--- src/rtl/csr_arb_pkg.sv ---
// Shared definitions for the CSR host arbiter: FSM state encoding and the
// default idle-timeout used when the top is instantiated without overrides.
package csr_arb_pkg;

  typedef enum logic [1:0] {
    ST_IDLE  = 2'd0,
    ST_GRANT = 2'd1,
    ST_DRAIN = 2'd2
  } arb_state_t;

  localparam int DEFAULT_TIMEOUT = 1024;

endpackage

--- src/rtl/csr_host_arbiter_if.sv ---
// Host-side bus of the CSR arbiter: per-host request/strobe/write lanes,
// one-hot grant, shared read data and per-host completion/abort pulses.
// The arbiter uses the slave view; host bridges (or a bench) use the master view.
interface csr_host_arbiter_if #(
  parameter int NUM_M  = 2,
  parameter int ADDR_W = 12,
  parameter int DATA_W = 8
);

  logic [NUM_M-1:0]        req;
  logic [NUM_M-1:0]        gnt;
  logic [NUM_M-1:0]        stb;
  logic [NUM_M-1:0]        we;
  logic [NUM_M*ADDR_W-1:0] addr;
  logic [NUM_M*DATA_W-1:0] wdata;
  logic [DATA_W-1:0]       rdata;
  logic [NUM_M-1:0]        rvalid;
  logic [NUM_M-1:0]        abort;

  modport master (
    output req, stb, we, addr, wdata,
    input  gnt, rdata, rvalid, abort
  );

  modport slave (
    input  req, stb, we, addr, wdata,
    output gnt, rdata, rvalid, abort
  );

endinterface

--- src/rtl/rr_pick.sv ---
// Combinational round-robin selector: searches the eligible vector starting
// one past the last owner and returns the winner as a one-hot vector and an
// index. Pure logic, so it can be reused by other arbiters (e.g. PROM write port).
module rr_pick #(
  parameter int NUM_M = 2,
  parameter int IDX_W = $clog2(NUM_M)
) (
  input  logic [NUM_M-1:0] eligible,
  input  logic [IDX_W-1:0] last,
  output logic [NUM_M-1:0] pick,
  output logic [IDX_W-1:0] idx
);

  logic found;
  int   cand;

  // Walk the hosts in rotated order and keep the first eligible one.
  always_comb begin
    pick  = '0;
    idx   = '0;
    found = 1'b0;
    cand  = 0;
    for (int k = 1; k <= NUM_M; k++) begin
      cand = (int'(last) + k) % NUM_M;
      if (!found && eligible[cand[IDX_W-1:0]]) begin
        found                  = 1'b1;
        pick[cand[IDX_W-1:0]]  = 1'b1;
        idx                    = cand[IDX_W-1:0];
      end
    end
  end

endmodule

--- src/rtl/csr_host_arbiter.sv ---
// Shares the byte-wide CSR register-file port between NUM_M host bridges.
// A grant is held for a whole transaction (while the owner keeps req high),
// accesses are pipelined one per cycle (csr drive at T+1, rvalid at T+2),
// and a stalled owner is forcibly released after TIMEOUT idle cycles.
module csr_host_arbiter
  import csr_arb_pkg::*;
#(
  parameter int NUM_M   = 2,
  parameter int ADDR_W  = 12,
  parameter int DATA_W  = 8,
  parameter int TIMEOUT = DEFAULT_TIMEOUT
) (
  input  logic              clk,
  input  logic              rst,
  csr_host_arbiter_if.slave bus,
  output logic [ADDR_W-1:0] csr_addr,
  output logic [DATA_W-1:0] csr_wdata,
  output logic              csr_ack,
  input  logic [DATA_W-1:0] csr_rdata
);

  localparam int IDX_W = $clog2(NUM_M);
  localparam int CNT_W = (TIMEOUT > 1) ? $clog2(TIMEOUT) : 1;
  localparam bit TIMEOUT_EN = (TIMEOUT > 0);
  localparam logic [CNT_W-1:0] CNT_MAX = (TIMEOUT > 0) ? CNT_W'(TIMEOUT - 1) : '0;

  arb_state_t        state;
  logic [NUM_M-1:0]  gnt_q;
  logic [IDX_W-1:0]  owner;
  logic [CNT_W-1:0]  idle_cnt;
  logic              drain_cnt;
  logic [NUM_M-1:0]  block;

  logic [NUM_M-1:0]  s1_vec;
  logic [NUM_M-1:0]  rvalid_q;
  logic [DATA_W-1:0] rdata_q;

  logic [NUM_M-1:0]  eligible;
  logic [NUM_M-1:0]  pick;
  logic [IDX_W-1:0]  pick_idx;
  logic              owner_req;
  logic              accept;
  logic              timeout_hit;

  logic [ADDR_W-1:0] addr_arr  [NUM_M];
  logic [DATA_W-1:0] wdata_arr [NUM_M];

  for (genvar g = 0; g < NUM_M; g++) begin : g_unpack
    assign addr_arr[g]  = bus.addr[g*ADDR_W +: ADDR_W];
    assign wdata_arr[g] = bus.wdata[g*DATA_W +: DATA_W];
  end

  // Blocked hosts (timed out, req still high) are not eligible.
  assign eligible = bus.req & ~block;

  // The grant register is only non-zero in ST_GRANT, so masking with it
  // both selects the owner and ignores non-owner strobes.
  assign owner_req   = |(bus.req & gnt_q);
  assign accept      = |(bus.stb & bus.req & gnt_q);
  assign timeout_hit = TIMEOUT_EN && (state == ST_GRANT) && owner_req &&
                       !accept && (idle_cnt == CNT_MAX);

  rr_pick #(
    .NUM_M (NUM_M),
    .IDX_W (IDX_W)
  ) u_pick (
    .eligible (eligible),
    .last     (owner),
    .pick     (pick),
    .idx      (pick_idx)
  );

  // Arbitration FSM: grant, hold for the transaction, release or time out, drain.
  always_ff @(posedge clk) begin
    if (rst) begin
      state     <= ST_IDLE;
      gnt_q     <= '0;
      owner     <= IDX_W'(NUM_M - 1);
      idle_cnt  <= '0;
      drain_cnt <= 1'b0;
      block     <= '0;
    end else begin
      block <= (block & bus.req) | (timeout_hit ? gnt_q : '0);
      case (state)
        ST_IDLE: begin
          if (|eligible) begin
            state    <= ST_GRANT;
            gnt_q    <= pick;
            owner    <= pick_idx;
            idle_cnt <= '0;
          end
        end
        ST_GRANT: begin
          if (!owner_req) begin
            gnt_q     <= '0;
            state     <= ST_DRAIN;
            drain_cnt <= 1'b0;
          end else if (accept) begin
            idle_cnt <= '0;
          end else if (timeout_hit) begin
            gnt_q     <= '0;
            state     <= ST_DRAIN;
            drain_cnt <= 1'b0;
          end else begin
            idle_cnt <= idle_cnt + CNT_W'(1);
          end
        end
        ST_DRAIN: begin
          if (drain_cnt) begin
            state <= ST_IDLE;
          end else begin
            drain_cnt <= 1'b1;
          end
        end
        default: begin
          state <= ST_IDLE;
          gnt_q <= '0;
        end
      endcase
    end
  end

  // Two-stage access pipeline: drive the csr port, then capture read data.
  always_ff @(posedge clk) begin
    if (rst) begin
      csr_addr  <= '0;
      csr_wdata <= '0;
      csr_ack   <= 1'b0;
      s1_vec    <= '0;
      rvalid_q  <= '0;
      rdata_q   <= '0;
    end else begin
      csr_ack  <= 1'b0;
      s1_vec   <= '0;
      rvalid_q <= s1_vec;
      if (accept) begin
        csr_addr  <= addr_arr[owner];
        csr_wdata <= wdata_arr[owner];
        csr_ack   <= |(bus.we & gnt_q);
        s1_vec    <= gnt_q;
      end
      if (|s1_vec) begin
        rdata_q <= csr_rdata;
      end
    end
  end

  assign bus.gnt    = gnt_q;
  assign bus.rvalid = rvalid_q;
  assign bus.rdata  = rdata_q;
  // Abort must show in the final idle cycle itself, so it is decoded directly.
  assign bus.abort  = timeout_hit ? gnt_q : '0;

endmodule

--- src/flat_wrapper.sv ---
// flat-port wrapper written by rule: the top's interface ports become plain ports
module csr_host_arbiter_flat import csr_arb_pkg::*;
#(
  parameter int NUM_M   = 2,
  parameter int ADDR_W  = 12,
  parameter int DATA_W  = 8,
  parameter int TIMEOUT = DEFAULT_TIMEOUT
)
  (clk, rst, csr_addr, csr_wdata, csr_ack, csr_rdata, bus_req, bus_stb, bus_we, bus_addr, bus_wdata, bus_gnt, bus_rdata, bus_rvalid, bus_abort);
  csr_host_arbiter_if #(.NUM_M(NUM_M), .ADDR_W(ADDR_W), .DATA_W(DATA_W)) bus_i ();
  input  logic clk;
  input  logic rst;
  output logic [ADDR_W-1:0] csr_addr;
  output logic [DATA_W-1:0] csr_wdata;
  output logic csr_ack;
  input  logic [DATA_W-1:0] csr_rdata;
  input wire logic [$bits(bus_i.req)-1:0] bus_req;
  input wire logic [$bits(bus_i.stb)-1:0] bus_stb;
  input wire logic [$bits(bus_i.we)-1:0] bus_we;
  input wire logic [$bits(bus_i.addr)-1:0] bus_addr;
  input wire logic [$bits(bus_i.wdata)-1:0] bus_wdata;
  output wire logic [$bits(bus_i.gnt)-1:0] bus_gnt;
  output wire logic [$bits(bus_i.rdata)-1:0] bus_rdata;
  output wire logic [$bits(bus_i.rvalid)-1:0] bus_rvalid;
  output wire logic [$bits(bus_i.abort)-1:0] bus_abort;
  assign bus_i.req = bus_req;
  assign bus_i.stb = bus_stb;
  assign bus_i.we = bus_we;
  assign bus_i.addr = bus_addr;
  assign bus_i.wdata = bus_wdata;
  assign bus_gnt = bus_i.gnt;
  assign bus_rdata = bus_i.rdata;
  assign bus_rvalid = bus_i.rvalid;
  assign bus_abort = bus_i.abort;
  csr_host_arbiter #(.NUM_M(NUM_M), .ADDR_W(ADDR_W), .DATA_W(DATA_W), .TIMEOUT(TIMEOUT)) u_core (.clk(clk), .rst(rst), .bus(bus_i), .csr_addr(csr_addr), .csr_wdata(csr_wdata), .csr_ack(csr_ack), .csr_rdata(csr_rdata));
endmodule
--- config.mk ---
export PLATFORM = sky130hd
export DESIGN_NAME = csr_host_arbiter_flat
export DESIGN_NICKNAME = d
export VERILOG_FILES = /design/src/rtl/csr_arb_pkg.sv /design/src/rtl/csr_host_arbiter_if.sv /design/src/rtl/rr_pick.sv /design/src/rtl/csr_host_arbiter.sv /design/src/flat_wrapper.sv
export SDC_FILE = /design/constraint.sdc
export NUM_CORES = 1
export LEC_CHECK = 0
export ABC_AREA = 1
export CELL_PAD_IN_SITES_DETAIL_PLACEMENT = 1
export CELL_PAD_IN_SITES_GLOBAL_PLACEMENT = 2
export CORE_MARGIN = 3
export CORE_UTILIZATION = 25
export CTS_BUF_LIST = sky130_fd_sc_hd__clkbuf_16
export CTS_CLUSTER_SIZE = 25
export DETAILED_ROUTE_END_ITERATION = 8
export GPL_ROUTABILITY_DRIVEN = 1
export PLACE_DENSITY_LB_ADDON = 0.1
export SLEW_MARGIN = 20
export SYNTH_ARGS = -nofsm -noshare
export SYNTH_HDL_FRONTEND = slang
export SYNTH_SLANG_ARGS = --single-unit
--- constraint.sdc ---
create_clock -name clk -period 4.74 [get_ports clk]
set_clock_uncertainty 0.05 [all_clocks]
set_input_delay 1.185 -clock clk [delete_from_list [all_inputs] [get_ports clk]]
set_output_delay 1.185 -clock clk [all_outputs]
set_load 0.02 [all_outputs]
==> results of run 1 <==
==> how the worst min path moves through the flow <==
stage                                                 end  slack [ns]  cells past startpoint
final                     u_core.bus.rvalid[0]$_SDFF_PP0_        0.37                      2
after global routing      u_core.bus.rvalid[0]$_SDFF_PP0_        0.40                      2
after CTS                 u_core.bus.rvalid[0]$_SDFF_PP0_        0.38                      2
after detailed placement  u_core.bus.rvalid[0]$_SDFF_PP0_        0.36                      2
after global placement    u_core.bus.rvalid[1]$_SDFF_PP0_        0.37                      2
after floorplan           u_core.bus.rvalid[0]$_SDFF_PP0_        0.35                      2
==> synthesized netlist by cell type <==
master / instances / share of area [%]
a21oi_1: 56 / 11
nor2_1: 56 / 8.5
inv_1: 54 / 8.2
dfxtp_1: 51 / 42
nand2_1: 48 / 7.3
o21ai_0: 32 / 6.5
nand3_1: 23 / 4.7
clkbuf_1: 13 / 2.0
ha_1: 5 / 2.5
nand2_2: 4 / 1.0
nand4_1: 3 / 0.76
nor2_2: 3 / 0.76
buf_2: 2 / 0.41
nand3b_1: 2 / 0.61
a22o_1: 1 / 0.36
buf_6: 1 / 0.46
clkinv_1: 1 / 0.15
nand3_2: 1 / 0.41
nand3_4: 1 / 0.71
nor2_4: 1 / 0.46
nor3_1: 1 / 0.20
o21ai_4: 1 / 0.66
o22ai_1: 1 / 0.25
==> registers in the layout, summed over array words and instances (netlist names) <==
name	cells
u_core.block	2
u_core.bus.gnt	2
u_core.bus.rdata	8
u_core.bus.rvalid	2
u_core.csr_ack	1
u_core.csr_addr	12
u_core.csr_wdata	8
u_core.drain_cnt	1
u_core.idle_cnt	10
u_core.owner	1
u_core.s1_vec	2
u_core.state	2
==> layer usage <==
layer / global-route usage [%] / vias up / part of all wire, %
met2: 23.74 / 51 / 49
met5: 0 / - / 0
met1: 15.97 / 1185 / 43
met4: 3.374 / 0 / 0.55
met3: 5.065 / 4 / 7.2
li1: - / 1315 / -
==> layout make-up <==
cell class | instances | share of cell area, %
Timing Repair Buffer | 94 | 25.68
Multi-Input combinational cell | 239 | 32.03
Clock buffer | 5 | 3.452
Tap cell | 129 | 4.453
Clock inverter | 3 | 0.5178
Inverter | 55 | 5.696
Sequential cell | 51 | 28.17
==> kinds of logic (layout without fill, tap and decap cells) <==
logic type,Yosys count,after routing,synth area share (%)
fa+ha+maj,5,5,2.545
flops,51,51,41.53
simple gates,143,143,25.50
buf+inv,71,157,11.25
compound gates,91,91,19.19
==> worst register-to-register path, cell delays in order, from the launching register on <==
cell      delay [ns]
dfxtp_1         0.33
inv_1           0.11
ha_1            0.25
nand3_1         0.16
nand2_1         0.11
clkinv_1        0.40
nand2_1         0.30
nand2_1         0.07
a21oi_1         0.17
==> power by group through the flow <==
stage	clock (µW)	sequential, µW	combinational (µW)
3_5_place_dp	0	535	530
5_1_grt	390	536	602
3_3_place_gp	0	534	525
2_1_floorplan	0	564	301
4_1_cts	374	528	534
6_report	358	527	522
==> per-stage QoR <==
step / total power, µW / setup slack (ns) / hold slack [ns] / utilization, %
final: 1407 / 0.5667 / 0.3739 / 38.50
after global routing: 1527 / 0.4126 / 0.4000 / 38.50
after CTS: 1436 / 0.5291 / 0.3766 / 38.50
after detailed placement: 1065 / 0.5312 / 0.3643 / 36.97
after global placement: 1059 / 0.5446 / 0.3685 / 36.97
after floorplan: 864.9 / 1.528 / 0.3530 / -
==> flow_summary.yaml, run 1 <==
sta:
  finalSetupViolations: 0
  fmaxAchievable_mhz: 239.6
  max_slew_margin_pct: 56.07
  finalCritPeriodShare_pct: 88.04
  finalSetupTns_ns: 0
  finalMaxSlewViolations: 0
  final_hold_viol_count: 0
  period_minus_slack_ns: 4.173
  rsz0062_at_grt: "false"
  worst_pin_slew_ns: 0.6583
grt:
  antenna_found_initial: 0
  grt_pass1_wl_um: 12500
  overflow: 0
  grt.total_usage_pct: 13.71
  grt_pass1_vias: 2659
  grt_max_degree: 33
clocking:
  clock_latency_ns: 0.29
  cts_tree: "built"
  htree_levels: 2
  clkSinkCount: 51
  root_buffer: "clkbuf_16"
  cts_resized: 0
  cts.path.max_buffers: 2
  clk_pin_slew_ns: 0.07
  cts_made_buffers: 5
  postCtsSetupBuffers: 0
  cts_hold_buf: 0
placed_design:
  dp.cells: 568
  globalplace.congestion: 0.7280
  portBuffers: 90
  hpwlAfterDp_um: 5559
  dpl_cell_area_um2: 3481
synthesis:
  synth_cell_types: 23
  synth_area_um2: 2459
  yosysWarnings: 0
  ys_seq_area_share_pct: 41.53
  synth_cells: 361
  syn-num-nets: 422
  syn-mean-instance-area_um2: 6.811
  synth_seq_cells: 51
critical_path:
  worst_setup_path_start_kind: "input pin"
  critPathSlowestCell: "clkdlybuf4s50_1"
  critPathTopFamily: "buffers and inverters"
  worstPathCellList: "clkdlybuf4s50_1 > nand2_1 > nand2_1 > nand2_1 > inv_1 > nand3_4 > nor2_1 > clkdlybuf4s50_1"
  path_class: "in2out"
  endpoint: "bus_abort[0]"
  startpoint: "bus_req[0]"
  arrival_ns: 2.94
  worstPathRequired_ns: 3.50
  reg2reg_setup_slack_ns: 2.70
  cpPeakStageDelay_ns: 0.65
  r2r_start: "u_core.state[1]$_SDFFE_PP0P_"
  crit_top_cell: "nand2_1"
  path_depth: 8
  cp_num_buf_inv: 3
  crit_path_max_fanout: 4
  r2r_end: "u_core.idle_cnt[0]$_SDFFE_PP0P_"
  rr_worst_depth: 8
  end_kind: "output pin"
outcome:
  status: "finished, final reports clean"
power:
  swShare_pct: 36.37
  clock_power_share_pct: 25.5
  power_density_nw_per_um2: 388.2
  seq_power_share_pct: 37.4
  p_switching_uw: 511.8
  intPower_uw: 895.4
  power_leakage_uw: 0.001452
  irDropWorstVdd_mv: 0.1369
  comb_power_share_pct: 37.1
cells_and_area:
  final_common_cell: "clkdlybuf4s50_1"
  finalNetCount: 507
  finalInstanceArea_um2: 3625
  drive_gt1_share_pct: 5.145
  n_antenna_cell: 0
  mostFrequentLayoutCells: "clkdlybuf4s50_1, nor2_1, a21oi_1"
  multiInputGateArea_um2: 1161
  n_fill_cell: 1189
  final_cells: 576
  area.growth.synth_to_final_pct: 47.43
  regArea_um2: 1021
floorplan:
  die_w_um: 105.2
  die_area_um2: 11060
  fp.dieH_um: 105.2
  start_util_pct: 26.11
  ios: 91
  core_um2: 9415
  rows: 35
run:
  drv_cap: 0
route:
  viasPerCell: 4.436
  vias: 2555
  routedWlPerCell_um: 12.72
  dr.pass1.iters: 4
  drt-initial-drc-count: 55
  antenna_left: 0
  drc: 0
  routed_wl_um: 7327
hold_path:
  hold_path_startpoint: "u_core.s1_vec[0]$_SDFF_PP0_"
  hp-class: "reg2reg"
Power figures use the tool's default switching activity.
==> inputs of run 2 (changes only) <==
--- a/config.mk
+++ b/config.mk
@@ -14,7 +14,9 @@
 export CTS_CLUSTER_SIZE = 25
 export DETAILED_ROUTE_END_ITERATION = 8
 export GPL_ROUTABILITY_DRIVEN = 1
+export HOLD_SLACK_MARGIN = 0.03
 export PLACE_DENSITY_LB_ADDON = 0.1
+export REMOVE_ABC_BUFFERS = 1
 export SLEW_MARGIN = 20
 export SYNTH_ARGS = -nofsm -noshare
 export SYNTH_HDL_FRONTEND = slang
==> run 2 against run 1 <==
Setup slack got worse by 0.028 ns. Routed wire length increased by 4.5%. Design area decreased by 0.10%. Largest cell class unchanged. Clock-buffer cell count unchanged. Utilization about the same. Critical endpoint unchanged. Largest power group is now combinational cells. Sequential share of layout area about the same. Final cell count unchanged. Die area unchanged. Power increased by 0.46%.
==> flow_summary.yaml, run 2 (synthesis gave the netlist of run 1 again) <==
cells_and_area:
  largest_reg_flops: 12
  drive_gt1_share_pct: 4.698
  finalNetCount: 507
  n_fill_cell: 1195
  regMostFlops: "u_core.csr_addr"
  area.growth.synth_to_final_pct: 47.28
  n_antenna_cell: 0
  final_common_cell: "clkdlybuf4s50_1"
  largestRegisters: "u_core.csr_addr x12, u_core.idle_cnt x10"
  mostFrequentLayoutCells: "clkdlybuf4s50_1, nor2_1, a21oi_1"
critical_path:
  crit_top_cell: "nand2_1"
  cpPeakStageDelay_ns: 0.63
  arrival_ns: 2.97
  critPathTopFamily: "buffers and inverters"
  worst_setup_path_start_kind: "input pin"
  worstPathRequired_ns: 3.50
  end_kind: "output pin"
  crit_path_max_fanout: 5
  critPathSlowestCell: "clkdlybuf4s50_1"
  cp_num_buf_inv: 3
  worstPathCellList: "clkdlybuf4s50_1 > nand2_1 > nand2_1 > nand2_1 > inv_1 > nand3_4 > nor2_1 > clkdlybuf4s50_1"
  path_class: "in2out"
placed_design:
  globalplace.congestion: 0.7887
  hpwlAfterDp_um: 5846
  portBuffers: 90
  preCtsSetupSlack_ns: 0.5339
floorplan:
  ios: 91
  die_area_um2: 11060
  die_w_um: 105.2
  fp.dieH_um: 105.2
  core_um2: 9415
  start_util_pct: 26.11
  rows: 35
grt:
  grt_pass1_wl_um: 12840
  grt_max_degree: 42
  overflow: 0
  grt.total_usage_pct: 14.13
  grt_pass1_vias: 2614
  antenna_found_initial: 0
power:
  power_density_nw_per_um2: 390.4
  irDropWorstVdd_mv: 0.1301
  power_leakage_uw: 0.001443
clocking:
  root_buffer: "clkbuf_16"
  cts_hold_buf: 0
  cts_tree: "built"
  clock_latency_ns: 0.29
  postCtsSetupBuffers: 0
  htree_levels: 2
  cts_resized: 0
  clkSinkCount: 51
  clk_pin_slew_ns: 0.07
  cts.path.max_buffers: 2
  cts_made_buffers: 5
sta:
  finalSetupTns_ns: 0
  rsz0062_at_grt: "false"
  finalWorstSetupSlack_ns: 0.5386
  finalSetupViolations: 0
  final_hold_viol_count: 0
  worst_pin_slew_ns: 0.7439
  fmaxAchievable_mhz: 238.0
  max_slew_margin_pct: 50.35
  finalMaxSlewViolations: 0
  period_minus_slack_ns: 4.201
  finalCritPeriodShare_pct: 88.64
run:
  drv_cap: 0
route:
  viasPerCell: 4.446
  antenna_left: 0
  routed_wl_um: 7655
  drt-initial-drc-count: 79
  vias: 2561
  routedWlPerCell_um: 13.29
  dr.pass1.iters: 4
  drc: 0
outcome:
  status: "finished, final reports clean"
hold_path:
  hp-class: "reg2reg"
==> run 2: changes by cell type in the layout (fill, tap and decap cells not counted), sizes merged <==
cell / previous run / this run
inv: 55 / 54
clkinvlp: 0 / 1
==> run 2: power breakdown <==
| part | internal (µW) | switching [µW] |
|---|---|---|
| registers | 482 | 37.0 |
| logic | 219 | 323 |
| clock network | 192 | 161 |
| total | 893 | 521 |
==> run 2: cell type report <==
cell class | instances | area, µm² | area share (%)
sequential | 51 | 1021 | 28.20
clock inverter | 3 | 15.01 | 0.4147
tap | 129 | 161.4 | 4.458
inverter | 55 | 206.4 | 5.701
timing repair buffer | 94 | 930.9 | 25.71
multi-input combinational | 239 | 1161 | 32.07
clock buffer | 5 | 125.1 | 3.455
==> run 2: worst paths after layout <==
kind | start | end | slack, ns | depth (start not counted)
setup / recovery | bus_req[1] | bus_abort[0] | 0.54 | 8
hold / removal | u_core.s1_vec[1]$_SDFF_PP0_ | u_core.bus.rvalid[1]$_SDFF_PP0_ | 0.38 | 2
setup reg to reg | u_core.state[1]$_SDFFE_PP0P_ | u_core.idle_cnt[2]$_SDFFE_PP0P_ | 2.63 | 8
hold reg to reg | u_core.s1_vec[1]$_SDFF_PP0_ | u_core.bus.rvalid[1]$_SDFF_PP0_ | 0.38 | 2
==> run 2: through the flow <==
stage / utilization [%] / instances / hold WS, ns / total power [µW] / cell area, µm²
after floorplan: - / 345 / 0.3530 / 849.2 / 2389
after global placement: 36.97 / 568 / 0.3744 / 1069 / 3481
after detailed placement: 36.97 / 568 / 0.3769 / 1077 / 3481
after CTS: 38.46 / 576 / 0.3870 / 1440 / 3621
after global routing: 38.46 / 576 / 0.4179 / 1525 / 3621
final: 38.46 / 576 / 0.3794 / 1414 / 3621
==> run 2: worst register-to-register path: stages (launching register included) <==
cell	delay, ns
dfxtp_1	0.33
inv_1	0.10
ha_1	0.28
nand3_1	0.19
nand2_1	0.12
clkinv_1	0.42
nand2_1	0.31
o21ai_0	0.11
nor2_1	0.13
==> run 2: routing by layer <==
layer	vias up	track usage [%]	share of wire (%)	wire length, µm
li1	1318	-	-	-
met1	1184	17.91	46	3533
met2	52	24.43	49	3714
met3	7	2.779	4.1	317
met4	0	3.655	1.2	90
met5	-	0	0	0
